[config.mk]
export PLATFORM = sky130hd
export DESIGN_NAME = uart_tx_arb_flat
export DESIGN_NICKNAME = d
export VERILOG_FILES = /design/src/rtl/uart_tx_arb_if.sv /design/src/rtl/uart_tx_arb.sv /design/src/flat_wrapper.sv
export SDC_FILE = /design/constraint.sdc
export NUM_CORES = 1
export LEC_CHECK = 0
export ABC_AREA = 1
export CAP_MARGIN = 15
export CORE_UTILIZATION = 41
export DETAILED_ROUTE_END_ITERATION = 12
export HOLD_SLACK_MARGIN = 0.06
export PLACE_DENSITY = 0.86
export SLEW_MARGIN = 0
export SYNTH_ARGS = -nofsm -noshare
export SYNTH_HDL_FRONTEND = slang
export SYNTH_SLANG_ARGS = --single-unit
[constraint.sdc]
create_clock -name clk -period 2.6 [get_ports clk]
set_input_delay 0.26 -clock clk [delete_from_list [all_inputs] [get_ports clk]]
set_output_delay 0.26 -clock clk [all_outputs]
set_load 0.05 [all_outputs]
[src/rtl/uart_tx_arb_if.sv]
// Bundles the requester byte-stream ports, the APB master port and the error
// flags of uart_tx_arb.
//   master : arbiter view (drives req_ready, grant, APB control/addr/wdata, err)
//   slave  : environment view (drives req_valid/last/data, APB rdata/ready/slverr, err_clr)
interface uart_tx_arb_if #(
    parameter int unsigned N_REQ = 4
);
    logic [N_REQ-1:0]   req_valid;
    logic [N_REQ-1:0]   req_last;
    logic [8*N_REQ-1:0] req_data;
    logic [N_REQ-1:0]   req_ready;
    logic [N_REQ-1:0]   grant;

    logic               apbm_psel;
    logic               apbm_penable;
    logic               apbm_pwrite;
    logic [15:0]        apbm_paddr;
    logic [31:0]        apbm_pwdata;
    logic [31:0]        apbm_prdata;
    logic               apbm_pready;
    logic               apbm_pslverr;

    logic [1:0]         err;
    logic [1:0]         err_clr;

    modport master (
        input  req_valid, req_last, req_data,
        output req_ready, grant,
        output apbm_psel, apbm_penable, apbm_pwrite, apbm_paddr, apbm_pwdata,
        input  apbm_prdata, apbm_pready, apbm_pslverr,
        output err,
        input  err_clr
    );

    modport slave (
        output req_valid, req_last, req_data,
        input  req_ready, grant,
        input  apbm_psel, apbm_penable, apbm_pwrite, apbm_paddr, apbm_pwdata,
        output apbm_prdata, apbm_pready, apbm_pslverr,
        input  err,
        output err_clr
    );
endinterface

[src/rtl/uart_tx_arb.sv]
// Round-robin, packet-atomic arbiter that funnels N_REQ byte streams into one
// UART TX register over APB. Each byte: poll FSTAT until TX is not full, then
// write TX.
//   clk, rst_n : clock, asynchronous active-low reset
//   bus        : uart_tx_arb_if.master (requesters, APB master, err flags)
module uart_tx_arb #(
    parameter int unsigned N_REQ        = 4,
    parameter int unsigned HOLD_TIMEOUT = 255,
    parameter logic [15:0] ADDR_FSTAT   = 16'h0008,
    parameter logic [15:0] ADDR_TX      = 16'h000c,
    parameter int unsigned TXFULL_BIT   = 8
) (
    input  logic          clk,
    input  logic          rst_n,
    uart_tx_arb_if.master bus
);
    localparam int unsigned IW = (N_REQ > 1) ? $clog2(N_REQ) : 1;
    localparam int unsigned TW = $clog2(HOLD_TIMEOUT + 2);

    typedef enum logic [2:0] {
        S_IDLE, S_HOLD, S_POLL_S, S_POLL_A, S_WR_S, S_WR_A
    } state_e;

    state_e           state_q, state_d;
    logic [IW-1:0]    ptr_q, ptr_d;
    logic [IW-1:0]    owner_q, owner_d;
    logic [N_REQ-1:0] grant_q, grant_d;
    logic [7:0]       data_q, data_d;
    logic             last_q, last_d;
    logic [TW-1:0]    tcnt_q, tcnt_d;
    logic [1:0]       err_q, err_d;
    logic             psel_q, psel_d;
    logic             penable_q, penable_d;
    logic             pwrite_q, pwrite_d;
    logic [15:0]      paddr_q, paddr_d;
    logic [31:0]      pwdata_q, pwdata_d;

    logic             cand_found;
    logic [IW-1:0]    cand_idx;
    logic             accept;
    logic [IW-1:0]    accept_idx;
    logic             timeout_hit;
    logic             complete;
    logic [1:0]       err_set;

    // Round-robin candidate: first valid requester after ptr
    always_comb begin
        int unsigned idx;
        idx        = 0;
        cand_found = 1'b0;
        cand_idx   = '0;
        for (int unsigned k = 1; k <= N_REQ; k++) begin
            idx = (32'(ptr_q) + k) % N_REQ;
            if (!cand_found && bus.req_valid[idx]) begin
                cand_found = 1'b1;
                cand_idx   = IW'(idx);
            end
        end
    end

    // Byte acceptance: any candidate in IDLE, only the owner in HOLD
    always_comb begin
        accept     = 1'b0;
        accept_idx = owner_q;
        case (state_q)
            S_IDLE: begin
                accept     = cand_found;
                accept_idx = cand_idx;
            end
            S_HOLD:  accept = bus.req_valid[owner_q];
            default: ;
        endcase
    end

    assign bus.req_ready = accept ? (N_REQ'(1) << accept_idx) : '0;

    // Stall count reaches the limit in this idle HOLD cycle
    assign timeout_hit = (HOLD_TIMEOUT != 0) && (tcnt_q == TW'(HOLD_TIMEOUT - 1));

    // Byte finished: slave error on poll drops it, or TX write completed
    assign complete = bus.apbm_pready &&
                      (((state_q == S_POLL_A) && bus.apbm_pslverr) || (state_q == S_WR_A));

    // State register
    always_ff @(posedge clk or negedge rst_n) begin
        if (!rst_n) begin
            state_q <= S_IDLE;
        end else begin
            state_q <= state_d;
        end
    end

    // Next-state logic
    always_comb begin
        state_d = state_q;
        case (state_q)
            S_IDLE: begin
                if (cand_found) state_d = S_POLL_S;
            end
            S_HOLD: begin
                if (accept)           state_d = S_POLL_S;
                else if (timeout_hit) state_d = S_IDLE;
            end
            S_POLL_S: state_d = S_POLL_A;
            S_POLL_A: begin
                if (bus.apbm_pready) begin
                    if (bus.apbm_pslverr)                  state_d = last_q ? S_IDLE : S_HOLD;
                    else if (bus.apbm_prdata[TXFULL_BIT])  state_d = S_POLL_S;
                    else                                   state_d = S_WR_S;
                end
            end
            S_WR_S: state_d = S_WR_A;
            S_WR_A: begin
                if (bus.apbm_pready) state_d = last_q ? S_IDLE : S_HOLD;
            end
            default: state_d = S_IDLE;
        endcase
    end

    // Output / datapath logic; APB outputs are registered from the next state
    always_comb begin
        ptr_d     = ptr_q;
        owner_d   = owner_q;
        grant_d   = grant_q;
        data_d    = data_q;
        last_d    = last_q;
        tcnt_d    = tcnt_q;
        err_set   = 2'b00;
        psel_d    = 1'b0;
        penable_d = 1'b0;
        pwrite_d  = 1'b0;
        paddr_d   = '0;
        pwdata_d  = '0;

        if (accept) begin
            owner_d = accept_idx;
            grant_d = N_REQ'(1) << accept_idx;
            data_d  = bus.req_data[8*32'(accept_idx) +: 8];
            last_d  = bus.req_last[accept_idx];
            tcnt_d  = '0;
        end

        if ((state_q == S_HOLD) && !accept) begin
            if (timeout_hit) begin
                err_set[1] = 1'b1;
                tcnt_d     = '0;
                grant_d    = '0;
                ptr_d      = owner_q;
            end else if (HOLD_TIMEOUT != 0) begin
                tcnt_d = tcnt_q + TW'(1);
            end
        end

        if (bus.apbm_pready && bus.apbm_pslverr &&
            ((state_q == S_POLL_A) || (state_q == S_WR_A))) begin
            err_set[0] = 1'b1;
        end

        if (complete && last_q) begin
            grant_d = '0;
            ptr_d   = owner_q;
        end

        // Set wins over a coincident clear
        err_d = (err_q & ~bus.err_clr) | err_set;

        case (state_d)
            S_POLL_S: begin
                psel_d  = 1'b1;
                paddr_d = ADDR_FSTAT;
            end
            S_POLL_A: begin
                psel_d    = 1'b1;
                penable_d = 1'b1;
                paddr_d   = ADDR_FSTAT;
            end
            S_WR_S: begin
                psel_d   = 1'b1;
                pwrite_d = 1'b1;
                paddr_d  = ADDR_TX;
                pwdata_d = {24'h0, data_q};
            end
            S_WR_A: begin
                psel_d    = 1'b1;
                penable_d = 1'b1;
                pwrite_d  = 1'b1;
                paddr_d   = ADDR_TX;
                pwdata_d  = {24'h0, data_q};
            end
            default: ;
        endcase
    end

    // Datapath and output registers
    always_ff @(posedge clk or negedge rst_n) begin
        if (!rst_n) begin
            ptr_q     <= IW'(N_REQ - 1);
            owner_q   <= '0;
            grant_q   <= '0;
            data_q    <= '0;
            last_q    <= 1'b0;
            tcnt_q    <= '0;
            err_q     <= 2'b00;
            psel_q    <= 1'b0;
            penable_q <= 1'b0;
            pwrite_q  <= 1'b0;
            paddr_q   <= '0;
            pwdata_q  <= '0;
        end else begin
            ptr_q     <= ptr_d;
            owner_q   <= owner_d;
            grant_q   <= grant_d;
            data_q    <= data_d;
            last_q    <= last_d;
            tcnt_q    <= tcnt_d;
            err_q     <= err_d;
            psel_q    <= psel_d;
            penable_q <= penable_d;
            pwrite_q  <= pwrite_d;
            paddr_q   <= paddr_d;
            pwdata_q  <= pwdata_d;
        end
    end

    assign bus.grant        = grant_q;
    assign bus.err          = err_q;
    assign bus.apbm_psel    = psel_q;
    assign bus.apbm_penable = penable_q;
    assign bus.apbm_pwrite  = pwrite_q;
    assign bus.apbm_paddr   = paddr_q;
    assign bus.apbm_pwdata  = pwdata_q;

endmodule

[src/flat_wrapper.sv]
// flat-port wrapper written by rule: the top's interface ports become plain ports
module uart_tx_arb_flat 
#(
    parameter int unsigned N_REQ        = 4,
    parameter int unsigned HOLD_TIMEOUT = 255,
    parameter logic [15:0] ADDR_FSTAT   = 16'h0008,
    parameter logic [15:0] ADDR_TX      = 16'h000c,
    parameter int unsigned TXFULL_BIT   = 8
)
  (clk, rst_n, bus_req_valid, bus_req_last, bus_req_data, bus_req_ready, bus_grant, bus_apbm_psel, bus_apbm_penable, bus_apbm_pwrite, bus_apbm_paddr, bus_apbm_pwdata, bus_apbm_prdata, bus_apbm_pready, bus_apbm_pslverr, bus_err, bus_err_clr);
  uart_tx_arb_if #(.N_REQ(N_REQ)) bus_i ();
  input  logic clk;
  input  logic rst_n;
  input wire logic [$bits(bus_i.req_valid)-1:0] bus_req_valid;
  input wire logic [$bits(bus_i.req_last)-1:0] bus_req_last;
  input wire logic [$bits(bus_i.req_data)-1:0] bus_req_data;
  output wire logic [$bits(bus_i.req_ready)-1:0] bus_req_ready;
  output wire logic [$bits(bus_i.grant)-1:0] bus_grant;
  output wire logic [$bits(bus_i.apbm_psel)-1:0] bus_apbm_psel;
  output wire logic [$bits(bus_i.apbm_penable)-1:0] bus_apbm_penable;
  output wire logic [$bits(bus_i.apbm_pwrite)-1:0] bus_apbm_pwrite;
  output wire logic [$bits(bus_i.apbm_paddr)-1:0] bus_apbm_paddr;
  output wire logic [$bits(bus_i.apbm_pwdata)-1:0] bus_apbm_pwdata;
  input wire logic [$bits(bus_i.apbm_prdata)-1:0] bus_apbm_prdata;
  input wire logic [$bits(bus_i.apbm_pready)-1:0] bus_apbm_pready;
  input wire logic [$bits(bus_i.apbm_pslverr)-1:0] bus_apbm_pslverr;
  output wire logic [$bits(bus_i.err)-1:0] bus_err;
  input wire logic [$bits(bus_i.err_clr)-1:0] bus_err_clr;
  assign bus_i.req_valid = bus_req_valid;
  assign bus_i.req_last = bus_req_last;
  assign bus_i.req_data = bus_req_data;
  assign bus_req_ready = bus_i.req_ready;
  assign bus_grant = bus_i.grant;
  assign bus_apbm_psel = bus_i.apbm_psel;
  assign bus_apbm_penable = bus_i.apbm_penable;
  assign bus_apbm_pwrite = bus_i.apbm_pwrite;
  assign bus_apbm_paddr = bus_i.apbm_paddr;
  assign bus_apbm_pwdata = bus_i.apbm_pwdata;
  assign bus_i.apbm_prdata = bus_apbm_prdata;
  assign bus_i.apbm_pready = bus_apbm_pready;
  assign bus_i.apbm_pslverr = bus_apbm_pslverr;
  assign bus_err = bus_i.err;
  assign bus_i.err_clr = bus_err_clr;
  uart_tx_arb #(.N_REQ(N_REQ), .HOLD_TIMEOUT(HOLD_TIMEOUT), .ADDR_FSTAT(ADDR_FSTAT), .ADDR_TX(ADDR_TX), .TXFULL_BIT(TXFULL_BIT)) u_core (.clk(clk), .rst_n(rst_n), .bus(bus_i));
endmodule
==> results.txt, run 1 <==
The maximum number of pins on one net before global-route repair is 43. The shortest clock period the worst path allows after layout is 2560 ps. The slack of the critical path came out at roughly 43 ps. The checks that failed: DRC. The ratio of final minimum period to clock period is 98.3%. The type of the most critical hold path is input port to asynchronous set/reset pin. The worst setup path is captured at a primary output. The normalized max-slew margin came out at 39.5%. The worst-case vdd ir drop came out at roughly 0.00038 V. The die span in x came out at about 85 um.

The worst setup path is launched from a register. The final routed wirelength across all metal layers came out at around 6.7 mm. The delay of the slowest cell on the worst path came out at 610 ps. Relative to the synthesized area, the layout overhead comes to 31.9%. The via density per instance is 4.69. The die outline area is 7190 um2.

The most critical setup path has its endpoint at bus_req_ready[3]. The fraction of final layout cells sized beyond drive strength 1 is between 15 and 20%. For this run, the post-layout net count is 562.

Hold repair after CTS inserted 0 buffers. The launching point of the worst reg2reg path is u_core.ptr_q[0]. The count of cells along the worst register-to-register path came out at 16. The core box area is about 6500 um2.

The flip-flop and latch count after synthesis came out at 42. The number of cells in the design after placement came out at approximately 540. The clock root buffer is clkbuf_8. The most critical setup path has its startpoint at u_core.ptr_q[0]. The setup path with the least slack is of type register to primary output.

The number of buffers and inverters on the critical path is 3. The number of synthesis warnings came out at 0. The first-pass iteration count of the detailed router is 11. The total I/O pin count came out at around 140.

The slowest stage of the critical path is the dfstp_2 cell. The leakage power total came out at between 1.5 and 2 nW. The port buffer count came out at 69. At the end of routability-driven placement, the weighted congestion stood at 0.835.

The worst slack after detailed placement came out at 106 ps. The leading cell type in the layout, fill and taps excluded is nand2_1. The share of the yosys chip area belonging to registers is around 37%. The final hold violation count was 0. The initial utilization of the core area, before any placement, comes to 43.3%. The top fanout value on the critical path came out at 7.

The sum of negative setup slack came out at 0 ps. The critical path arrival came out at 2300 ps. The number of clock buffers added by TritonCTS is 5. In the layout the commonest cells are nand2_1 (116), clkdlybuf4s50_1 (64), inv_1 (51).

The number of global-route vias before repair is around 2400. The worst clock skew is between 5 and 6 ps. The maximum buffer depth of the clock tree came out at 2.

The final antenna-violating net count is 0. The total number of cells along the worst setup path is 13. The starting DRC count in detailed routing came out at about 240. The endpoint required time on the critical path came out at 2340 ps. The actual slew at the worst max-slew pin came out at roughly 910 ps. The number of maximum-capacitance constraint violations came out at 0. Setup repair after global routing could not meet its margin everywhere. A synthesized cell averages between 7 and 8 um2. The cell that appears most often on the critical path is nand2_2. The overall overflow remaining after global route came out at 0. The DRC violation count after routing is 10.

The share of async-settable or async-resettable flops after synthesis is 100%. The CTS tree is yes. Row generation in the floorplan step produced 29 rows. The number of antenna violations at the first check in global routing came to 0. The number of levels in the clock H-tree came out at 2.

0 antenna diodes ended up in the layout. The worst register-to-register path has a setup slack of around 140 ps. The number of synthesized flops with an enable pin came out at 0.

The clock-pin slew of the registers on the worst-case setup and hold paths is about 90 ps. The total number of vias came out at roughly 2600. Derived from the worst setup path, the maximum achievable clock frequency is about 400 MHz. The flow ran to the end, but the final reports show violations. The number of endpoints failing setup at the final stage is 0. The number of distinct library cells after synthesis came out at 38.

The critical path goes through inv_4 > nand2_1 > nand2_1 > nand2_2 > nand2_2 > nor2_4 > nand2_2 > nor2_2 > nor2_2 > o21bai_4 > nand3_2 > inv_1 > buf_6. The half-perimeter wire length of the detailed placement result is a little under 5 mm. The netlist area before placement is about 2800 um2. The count of pins over their slew limit is 0. The overall global routing resource usage is ~18%. CTS saw 42 sinks.

The power per unit of standard cell area is roughly 1100 nW/um2. The share of the core filled with cells came out at between 50% and 60%. The first global-routing pass estimated roughly 10 mm of wire. Broken down by cell family, the worst path's largest delay share belongs to simple AND/OR/NAND/NOR gates. The clock latency on the worst-skew pair came out at ~300 ps. The flip-flop cell with the highest count after synthesis is dfrtp_1. The worst hold-check slack is between 70 and 80 ps. Dividing the detail-routed wire length by the instance count gives approximately 12 um. The worst register-to-register path ends at u_core.data_q[3]. The number of standard cells in the layout, taps in and fillers out came out at 560. The cell count after synthesis came out at 400.

The height of the die came out at approximately 85 um.
-- timing repair --
action | CTS | global route
cloned | 0 | 0
buffers inserted | 3 | 7
pin swaps | 1 | 7
endpoints found under the setup margin | 4 | 4
resized for setup | 7 | 28
-- where the power goes --
group / internal, mW / total, mW / switching, mW
clock network: 0.192 / 0.439 / 0.247
logic: 0.928 / 2.67 / 1.74
registers: 0.853 / 0.982 / 0.129
-- worst reg2reg max path: cells and delay by family (launching register included) --
family          cells  cell delay (ps)
compound gates      1              220
buf+inv             4              450
flops               1              610
simple gates       11             1130
-- layout make-up --
class | instances | area [um2]
clock buffers | 5 | 68.8
inverters | 60 | 230
multi-input cells | 287 | 1390
repair buffers | 86 | 840
well taps | 77 | 96.3
fillers | 566 | 2790
clock inverters | 3 | 23.8
flip-flops and latches | 42 | 1050
-- cell usage after synthesis, drive strengths merged, types with 3 or more instances --
master | count | area (um2)
nand2 | 136 | 531
nor2 | 26 | 108
a21oi | 11 | 58.8
dfrtp | 40 | 1000
o21ai | 14 | 73.8
o22ai | 4 | 25.0
nand4 | 3 | 18.8
buf | 47 | 360
inv | 59 | 224
nor3 | 5 | 25.0
nand3 | 34 | 175
xor2 | 3 | 26.3
-- cells by family (layout without fill, tap and decap cells) --
family / after synthesis / count (layout) / share of synthesized area (%)
flops: 42 / 42 / 37.5
fa+ha+maj: 2 / 2 / 0.890
simple gates: 206 / 206 / 30.9
xor+xnor: 4 / 4 / 1.25
buf+inv: 108 / 154 / 21.1
compound gates: 37 / 37 / 8.24
other cells: 1 / 38 / 0.133
-- metrics by stage --
step	area [um2]	total power, mW
4_1_cts	3570	3.85
6_report	3710	4.09
3_5_place_dp	3430	3.35
3_3_place_gp	3430	3.27
5_1_grt	3710	4.39
2_1_floorplan	2950	2.78
-- worst min-delay path by stage --
stage	end	slack, ps	start
after detailed placement	u_core.bus.err[1]	430	rst_n
after global routing	u_core.tcnt_q[2]	150	rst_n
after CTS	u_core.tcnt_q[3]	100	rst_n
final	u_core.tcnt_q[3]	80	rst_n
after global placement	u_core.tcnt_q[7]	420	rst_n
after floorplan	u_core.bus.apbm_paddr[2]	-40	rst_n
-- metal layers --
metal / GRT usage, % / wire length (um)
met4: 3.70 / 29
met2: 32.0 / 3480
met1: 22.9 / 2840
met5: 0 / 0
met3: 2.85 / 332
-- flip-flops by register name, indices dropped and copies added, names as in the netlist --
signal and flops:
u_core.tcnt_q 9, u_core.ptr_q 2, u_core.bus.apbm_pwdata 8, u_core.bus.grant 4
u_core.owner_q 2, u_core.bus.apbm_paddr 2, u_core.data_q 8, u_core.last_q 1
u_core.bus.apbm_penable 1, u_core.bus.err 2, u_core.state_q 3
(Power assumes the default switching activity.)
==> run 2, diff against run 1 <==
- ABC_AREA: 1 -> unset
- CORE_MARGIN: unset -> 2
- CORE_UTILIZATION: 41 -> 40
- PLACE_DENSITY: 0.86 -> 0.87
==> run 2 against run 1 <==
The run now ends clean. Cell area down 11%. Clock power about the same. Via count shrank 17%. Sequential power hardly changed. Synthesized cell count is 32% lower. Global-route usage decreased by 1.5 points. Die area rose by 0.20%. Critical path type unchanged.
==> results.txt, run 2 <==
The normalized max-slew margin is 38.4% (-1.1 points). On the critical path, the stage with the largest delay is an instance of dfrtp_2. The clock power share is 13.1% (+2.4 points). The wire length per cell after detailed routing is 14.5 um (+22%). The total power draw is 3.34 mW (-18%). The initial core utilization is 41.2% (-2.1 points). Counting flops per register, the top entry is u_core.tcnt_q.

The number of standard-cell rows in the floorplan came out at 29 (unchanged). The number of distinct library cells after synthesis came out at 54 (+42%). The via density per instance is 5.20 (+11%). TritonCTS built the clock tree. The final antenna-violating net count is 0 (unchanged). The total clock buffers created by CTS came out at 5 (unchanged).

The leading area contributor after synthesis is dfrtp_1. The number of instances in the synthesized netlist came out at 272 (-32%). The final routed wirelength across all metal layers is 6.10 mm (-8.7%). By count the netlist is led by buf_4 (42), dfrtp_1 (40), nand2_1 (28), nor2_1 (17), o21ai_0 (13). The port buffer count came out at 69 (unchanged). The flip-flop and latch count after synthesis came out at 42 (unchanged).

The diode insertion count for antenna repair was 0 (unchanged). The power per unit of standard cell area came out at 1010 nW/um2 (-8.8%). The share of the yosys chip area belonging to registers came out at 40.3% (+2.8 points). The leakage power total came out at 1.46 nW (-24%). The min-delay analysis places its worst path in the category input port to asynchronous set/reset pin. The flip-flop cell with the highest count after synthesis is dfrtp_1.

The number of sinks on the clock net is 42 (unchanged). The kind of cell with the highest combined delay along the critical path is simple AND/OR/NAND/NOR gates. The maximum buffer depth of the clock tree came out at 2 (unchanged). The overall overflow remaining after global route is 0 (unchanged). The share of the core filled with cells came out at 52.2% (-4.9 points). The delay of the slowest cell on the worst path came out at 460 ps (-150 ps).

The kind of end point of the critical path is a primary output. Yosys instantiated no cell more often than buf_4. The number of flip-flops in the largest register is 9 (unchanged). The routability congestion estimate came to 0.779 (-6.7%). STA classifies the critical path startpoint as a register. The total of hold buffers inserted after clock tree synthesis came to 0 (unchanged).

The die span in x came to 84.9 um (+0.10%). Leaving out fill and tap cells, the most frequent cell in the layout is clkdlybuf4s50_1. The critical path arrival came out at 2240 ps (-60 ps). The number of synthesized flops with an enable pin is 0 (unchanged). The shortest clock period the worst path allows after layout came to 2500 ps (-52.7 ps). The worst-case vdd ir drop came out at 0.000527 V (+38%). The total I/O pin count is 139 (unchanged).

The clock latency on the worst-skew pair is 300 ps (about the same). The endpoint required time on the critical path came out at 2340 ps (about the same). The number of endpoints failing setup at the final stage is 0 (unchanged). The core box area is 6350 um2 (-2.2%).

The switching power is 1.56 mW (-26%). The global-route wire length before repair came out at 9.57 mm (-8.2%). The share of async-settable or async-resettable flops after synthesis is 100% (unchanged). The number of nets in the layout is 422 (-25%).

The number of levels in the clock H-tree came to 2 (unchanged). The timing-limited maximum frequency came out at 399 MHz (+2.1%). The height of the die is 84.9 um (+0.10%).

After synthesis, the cell types taking the most area are dfrtp_1 (38%), buf_4 (12%), nand2_1 (4.0%). The top fanout value on the critical path is 11 (+4). The overall global routing resource usage was 16.5% (-1.5 points). The fraction of final layout cells sized beyond drive strength 1 is 14.6% (-1.2 points). The actual slew at the worst max-slew pin is 924 ps (+16.2 ps). The die outline area is 7200 um2 (+0.20%).

The average cell area after synthesis was 9.62 um2 (+37%). The share of total power in sequential cells is 30.1% (+6.1 points). Traced cell by cell, the critical path runs through or3_4 > a311oi_2 > a32o_2 > nand2_4 > nor2_1 > buf_4. The number of global-route vias before repair came to 2040 (-15%).

The filler cell count is 543 (-4.1%). In the layout the commonest cells are clkdlybuf4s50_1 (64), dfrtp_1 (39), conb_1 (38). The maximum number of pins on one net before global-route repair is 43 (unchanged). The switching power as a share of total power is 46.8% (-5.0 points).

The tree is rooted in a clkbuf_8. The worst setup path is of the register to primary output kind. The top-area cell type share of the netlist area came out at 38.3% (+2.6 points). The starting DRC count in detailed routing is 105 (-56%).

The half-perimeter wire length of the detailed placement result is 4.66 mm (-5.1%). The count of pins over their slew limit is 0 (unchanged). The number of buffers and inverters on the critical path is 1 (-2). The ratio of final minimum period to clock period came to 96.3% (-2.0 points).

The number of maximum-capacitance constraint violations is 0 (unchanged). The total number of vias was 2186 (-17%). The worst clock skew was 4.79 ps (-0.561 ps).

The number of antenna violations at the first check in global routing is 0 (unchanged). The number of synthesis warnings came out at 0 (unchanged). The relative area change from synthesis to final layout is 26.6%. The internal power summed over all cells came out at 1.77 mW (-10%). The run finished with clean final reports.

The netlist area before placement came to 2620 um2 (-6.9%). The DRC violation count after routing came out at 0 (-10). The first-pass iteration count of the detailed router came out at 4 (-7). The clock-pin slew of the registers on the worst-case setup and hold paths came out at 90 ps (about the same). The final hold violation count was 0 (unchanged). The combinational fraction of design power came to 56.8% (-8.5 points).
-- run 2: cell types whose count changed in the layout (fill, tap and decap cells not counted), sizes merged, moves of 3 or more --
cell    previous run  this run
buf               22        14
inv               61         9
o31ai              1         7
nand3             34         6
nor2              26        18
a31oi              0         5
nor2b              0         5
mux2i              0        10
mux2               0         7
o221ai             0         5
nor3               5         2
and2               0        11
nand2            136        29
-- run 2: per-stage QoR --
step                      area, um2  setup slack [ps]  hold WS (ps)  instances  setup TNS, ps
final                          3310              95.7          87.2        420              0
after global placement         3180             -29.4           432        411          -87.2
after floorplan                2760             -4.95         -35.6        309          -9.91
after CTS                      3270              20.0           121        419              0
after detailed placement       3180              -118           448        411           -398
after global routing           3310           -0.0717           168        420        -0.0717
-- run 2: path summary, 6_finish.rpt --
kind,endpoint,slack (ps),start,depth (start not counted)
min in group clk,u_core.tcnt_q[3],480,u_core.tcnt_q[3],1
min reg2reg,u_core.tcnt_q[3],480,u_core.tcnt_q[3],1
min,u_core.tcnt_q[3],90,rst_n,1
max,bus_req_ready[3],100,u_core.state_q[2],6
max in group asynchronous,u_core.state_q[2],1880,rst_n,1
max reg2reg,u_core.data_q[6],370,u_core.state_q[2],7
-- run 2: cells by family after synthesis --
group	after synthesis	share of synthesized area, %
buffers and inverters	60	16.7
AND/OR/NAND/NOR	85	16.4
multiplexers	18	7.70
adder cells (fa/ha/maj)	2	0.956
XOR/XNOR	1	0.335
other	1	0.143
flip-flops	42	40.3
AO/OA/AOI/OAI	63	17.5
-- run 2: timing repair --
item | in CTS | in global routing
setup endpoints to repair | 0 | 4
gates resized for setup | 0 | 9
buffers inserted | 0 | 1
endpoints found under the hold margin | 0 | 0
-- run 2: worst register-to-register path: stages (launching register included) --
cell and delay, ps:
dfrtp_2 460, or3_4 440, a311oi_2 260, a32o_2 310, buf_4 140, mux2_1 310
o22ai_1 160, a21oi_2 40
-- run 2: power by group through the flow --
stage / Combinational, mW / Sequential (mW) / Clock, mW
after global routing: 2.04 / 1.03 / 0.464
final: 1.90 / 1.01 / 0.436
after floorplan: 1.24 / 1.17 / 0
after CTS: 1.83 / 0.999 / 0.441
after global placement: 1.78 / 0.996 / 0
after detailed placement: 1.83 / 1.01 / 0
-- run 2: cell type report --
class	instances	area (um2)	area share, %
sequential	42	1050	31.8
multi-input combinational	207	1290	38.9
inverter	8	30.0	0.906
timing repair buffer	78	751	22.7
clock inverter	3	23.8	0.718
clock buffer	5	68.8	2.08
tap	77	96.3	2.91
-- run 2: metal layers --
layer	part of all wire, %	vias to the layer above	track usage [%]	routed length (um)
met2	53	92	29.6	3250
met3	5.7	10	3.40	349
met5	0	-	0	0
met4	1.7	0	5.63	102
li1	-	1016	-	-
met1	39	1068	19.6	2400
==> run 3, diff against run 2 <==
- CORE_MARGIN: 2 -> 5
- REMOVE_ABC_BUFFERS: unset -> 1
==> run 3 against run 2 <==
Maximum frequency about the same. Final cell count rose by 0.24%. Utilization decreased by 0.12 points. Critical path depth unchanged. Clock power barely moved.
==> results.txt, run 3 (synthesis gave the netlist of run 2 again) <==
The clock root buffer is clkbuf_8. The number of antenna violations at the first check in global routing came to 0 (unchanged). The total power draw was 3.33 mW (-0.17%). The core box area is 6350 um2 (unchanged).

The height of the die came out at 90.9 um (+7.1%). The leakage power total came to 1.47 nW (+0.80%). The overall global routing resource usage is 15.5% (-0.94 points). The shortest clock period the worst path allows after layout is 2510 ps (+1.70 ps).

The wire length per cell after detailed routing came out at 15.3 um (+5.4%). The count of pins over their slew limit is 0 (unchanged). The total clock buffers created by CTS came out at 5 (unchanged). The instance area at placement is 3170 um2 (-0.24%). The port buffer count is 69 (unchanged). The worst-case vdd ir drop is 0.000611 V (+16%).

The number of sinks on the clock net was 42 (unchanged). The CTS tree is yes. The starting DRC count in detailed routing came out at 132 (+26%). The routability congestion estimate is 0.838 (+7.6%). The post-route cell area was 3310 um2 (-0.23%).

The worst setup path is captured at a primary output. The run finished with clean final reports. The share of the core filled with cells is 52.1% (-0.12 points). The normalized max-slew margin is 38.2% (-0.21 points). The worst clock skew is 5.18 ps (+0.392 ps). The clock latency on the worst-skew pair came to 290 ps (about the same). The initial core utilization came out at 41.2% (unchanged). The number of standard-cell rows in the floorplan came out at 29 (unchanged). The power per unit of standard cell area came out at 1010 nW/um2 (about the same). Leaving out fill and tap cells, the most frequent cell in the layout is clkdlybuf4s50_1. The global-route wire length before repair came out at 10.4 mm (+8.6%). The die span in x came out at 90.9 um (+7.1%). The delay of the slowest cell on the worst path is 580 ps (+120 ps).

The worst setup path is launched from a register. The final hold violation count is 0 (unchanged). The final routed wirelength across all metal layers is 6.45 mm (+5.7%). The first-pass iteration count of the detailed router came to 4 (unchanged). The number of levels in the clock H-tree came to 2 (unchanged). The number of nets in the layout was 423 (+0.24%).

The count of cells along the worst register-to-register path is 8 (+1). The critical path arrival came to 2250 ps (about the same). The final antenna-violating net count is 0 (unchanged).

The diode insertion count for antenna repair was 0 (unchanged). The DRC violation count after routing came out at 0 (unchanged). The top fanout value on the critical path is 6 (-5). The ratio of final minimum period to clock period is 96.4% (about the same). The slowest cell on the critical path is dfstp_2. The overall overflow remaining after global route came out at 0 (unchanged). Ranked by flip-flop count, first place goes to u_core.tcnt_q. The worst setup path is of the register to primary output kind. The number of flip-flops in the largest register is 9 (unchanged). The fraction of final layout cells sized beyond drive strength 1 came out at 14.5% (-0.042 points). The actual slew at the worst max-slew pin is 928 ps (+3.13 ps).

The maximum buffer depth of the clock tree is 2 (unchanged). The worst slack after detailed placement is -27.5 ps (+90.8 ps). Setup repair after global routing left no endpoint under its margin. The total I/O pin count came to 139 (unchanged).

The capturing point of the worst reg2reg path is u_core.last_q. The relative area change from synthesis to final layout came out at 26.4%. In the layout the commonest cells are clkdlybuf4s50_1 (64), conb_1 (38), dfrtp_1 (38). The maximum number of pins on one net before global-route repair came out at 43 (unchanged). The via density per instance came out at 5.05 (-2.9%). The number of maximum-capacitance constraint violations is 0 (unchanged). The launching point of the worst reg2reg path is u_core.state_q[0]. The number of global-route vias before repair came to 2105 (+3.2%). The worst hold path belongs to the class input port to asynchronous set/reset pin. The slack of the critical path came out at 94.0 ps (-1.70 ps). The timing-limited maximum frequency came out at 399 MHz (about the same). The total number of vias is 2128 (-2.7%).

The clock-pin slew of the registers on the worst-case setup and hold paths came out at 80 ps (about the same). The endpoint required time on the critical path is 2340 ps (about the same). The die outline area is 8260 um2 (+15%). The number of endpoints failing setup at the final stage is 0 (unchanged). Traced cell by cell, the critical path runs through inv_1 > a211o_2 > a32o_2 > or2_4 > nor2_2 > buf_6. The slack of the worst reg-to-reg path came out at 260 ps (-110 ps). The half-perimeter wire length of the detailed placement result is 5.04 mm (+8.1%).
-- run 3: cell types whose count changed in the layout (fill, tap and decap cells not counted), sizes merged --
cell	delta
buf	+1
inv	-1
clkinvlp	-2
clkbuf	+2
clkinv	+1
-- run 3: worst max-delay path by stage --
| stage | start | end |
|---|---|---|
| CTS | u_core.ptr_q[0] | bus_req_ready[0] |
| floorplan | u_core.ptr_q[0] | bus_req_ready[0] |
| detailed placement | bus_req_valid[3] | u_core.data_q[1] |
| global route | u_core.state_q[0] | bus_req_ready[2] |
| global placement | bus_req_valid[3] | u_core.data_q[4] |
| finish | u_core.ptr_q[0] | bus_req_ready[1] |
-- run 3: routing by layer --
metal | GRT usage (%) | share of wire, %
met1 | 18.0 | 38
met2 | 27.8 | 55
met3 | 3.58 | 5.3
met4 | 5.26 | 1.9
met5 | 0 | 0
-- run 3: power breakdown --
part,internal [mW],switching (mW)
Combinational,0.733,1.15
Sequential,0.852,0.163
Clock,0.214,0.222
Total,1.80,1.53
-- run 3: timing repair --
item,CTS,global route
hold buffers,0,0
setup buffers,0,3
hold endpoints to repair,0,0
gates resized for setup,2,5
setup endpoints to repair,1,4
pin swaps,0,1
-- run 3: critical path, delay by kind of cell (launching register included) --
family / cells / cell delay [ps]
AOI/OAI and AO/OA: 2 / 670
buffers and inverters: 2 / 290
DFF: 1 / 580
and+or+nand+nor: 2 / 410
-- run 3: cell type report --
type	count	area, um2
fill	515	3040
clock buffer	7	86.3
timing repair buffer	79	758
inverter	8	30.0
multi-input combinational	207	1270
clock inverter	1	5.00
tap	77	96.3
sequential	42	1060
-- run 3: per-stage QoR --
stage / setup TNS (ps) / hold WS (ps) / cells
2_1_floorplan: 0 / -35.6 / 257
3_3_place_gp: 0 / 436 / 410
3_5_place_dp: -27.5 / 446 / 410
4_1_cts: 0 / 121 / 418
5_1_grt: 0 / 179 / 421
6_report: 0 / 97.0 / 421
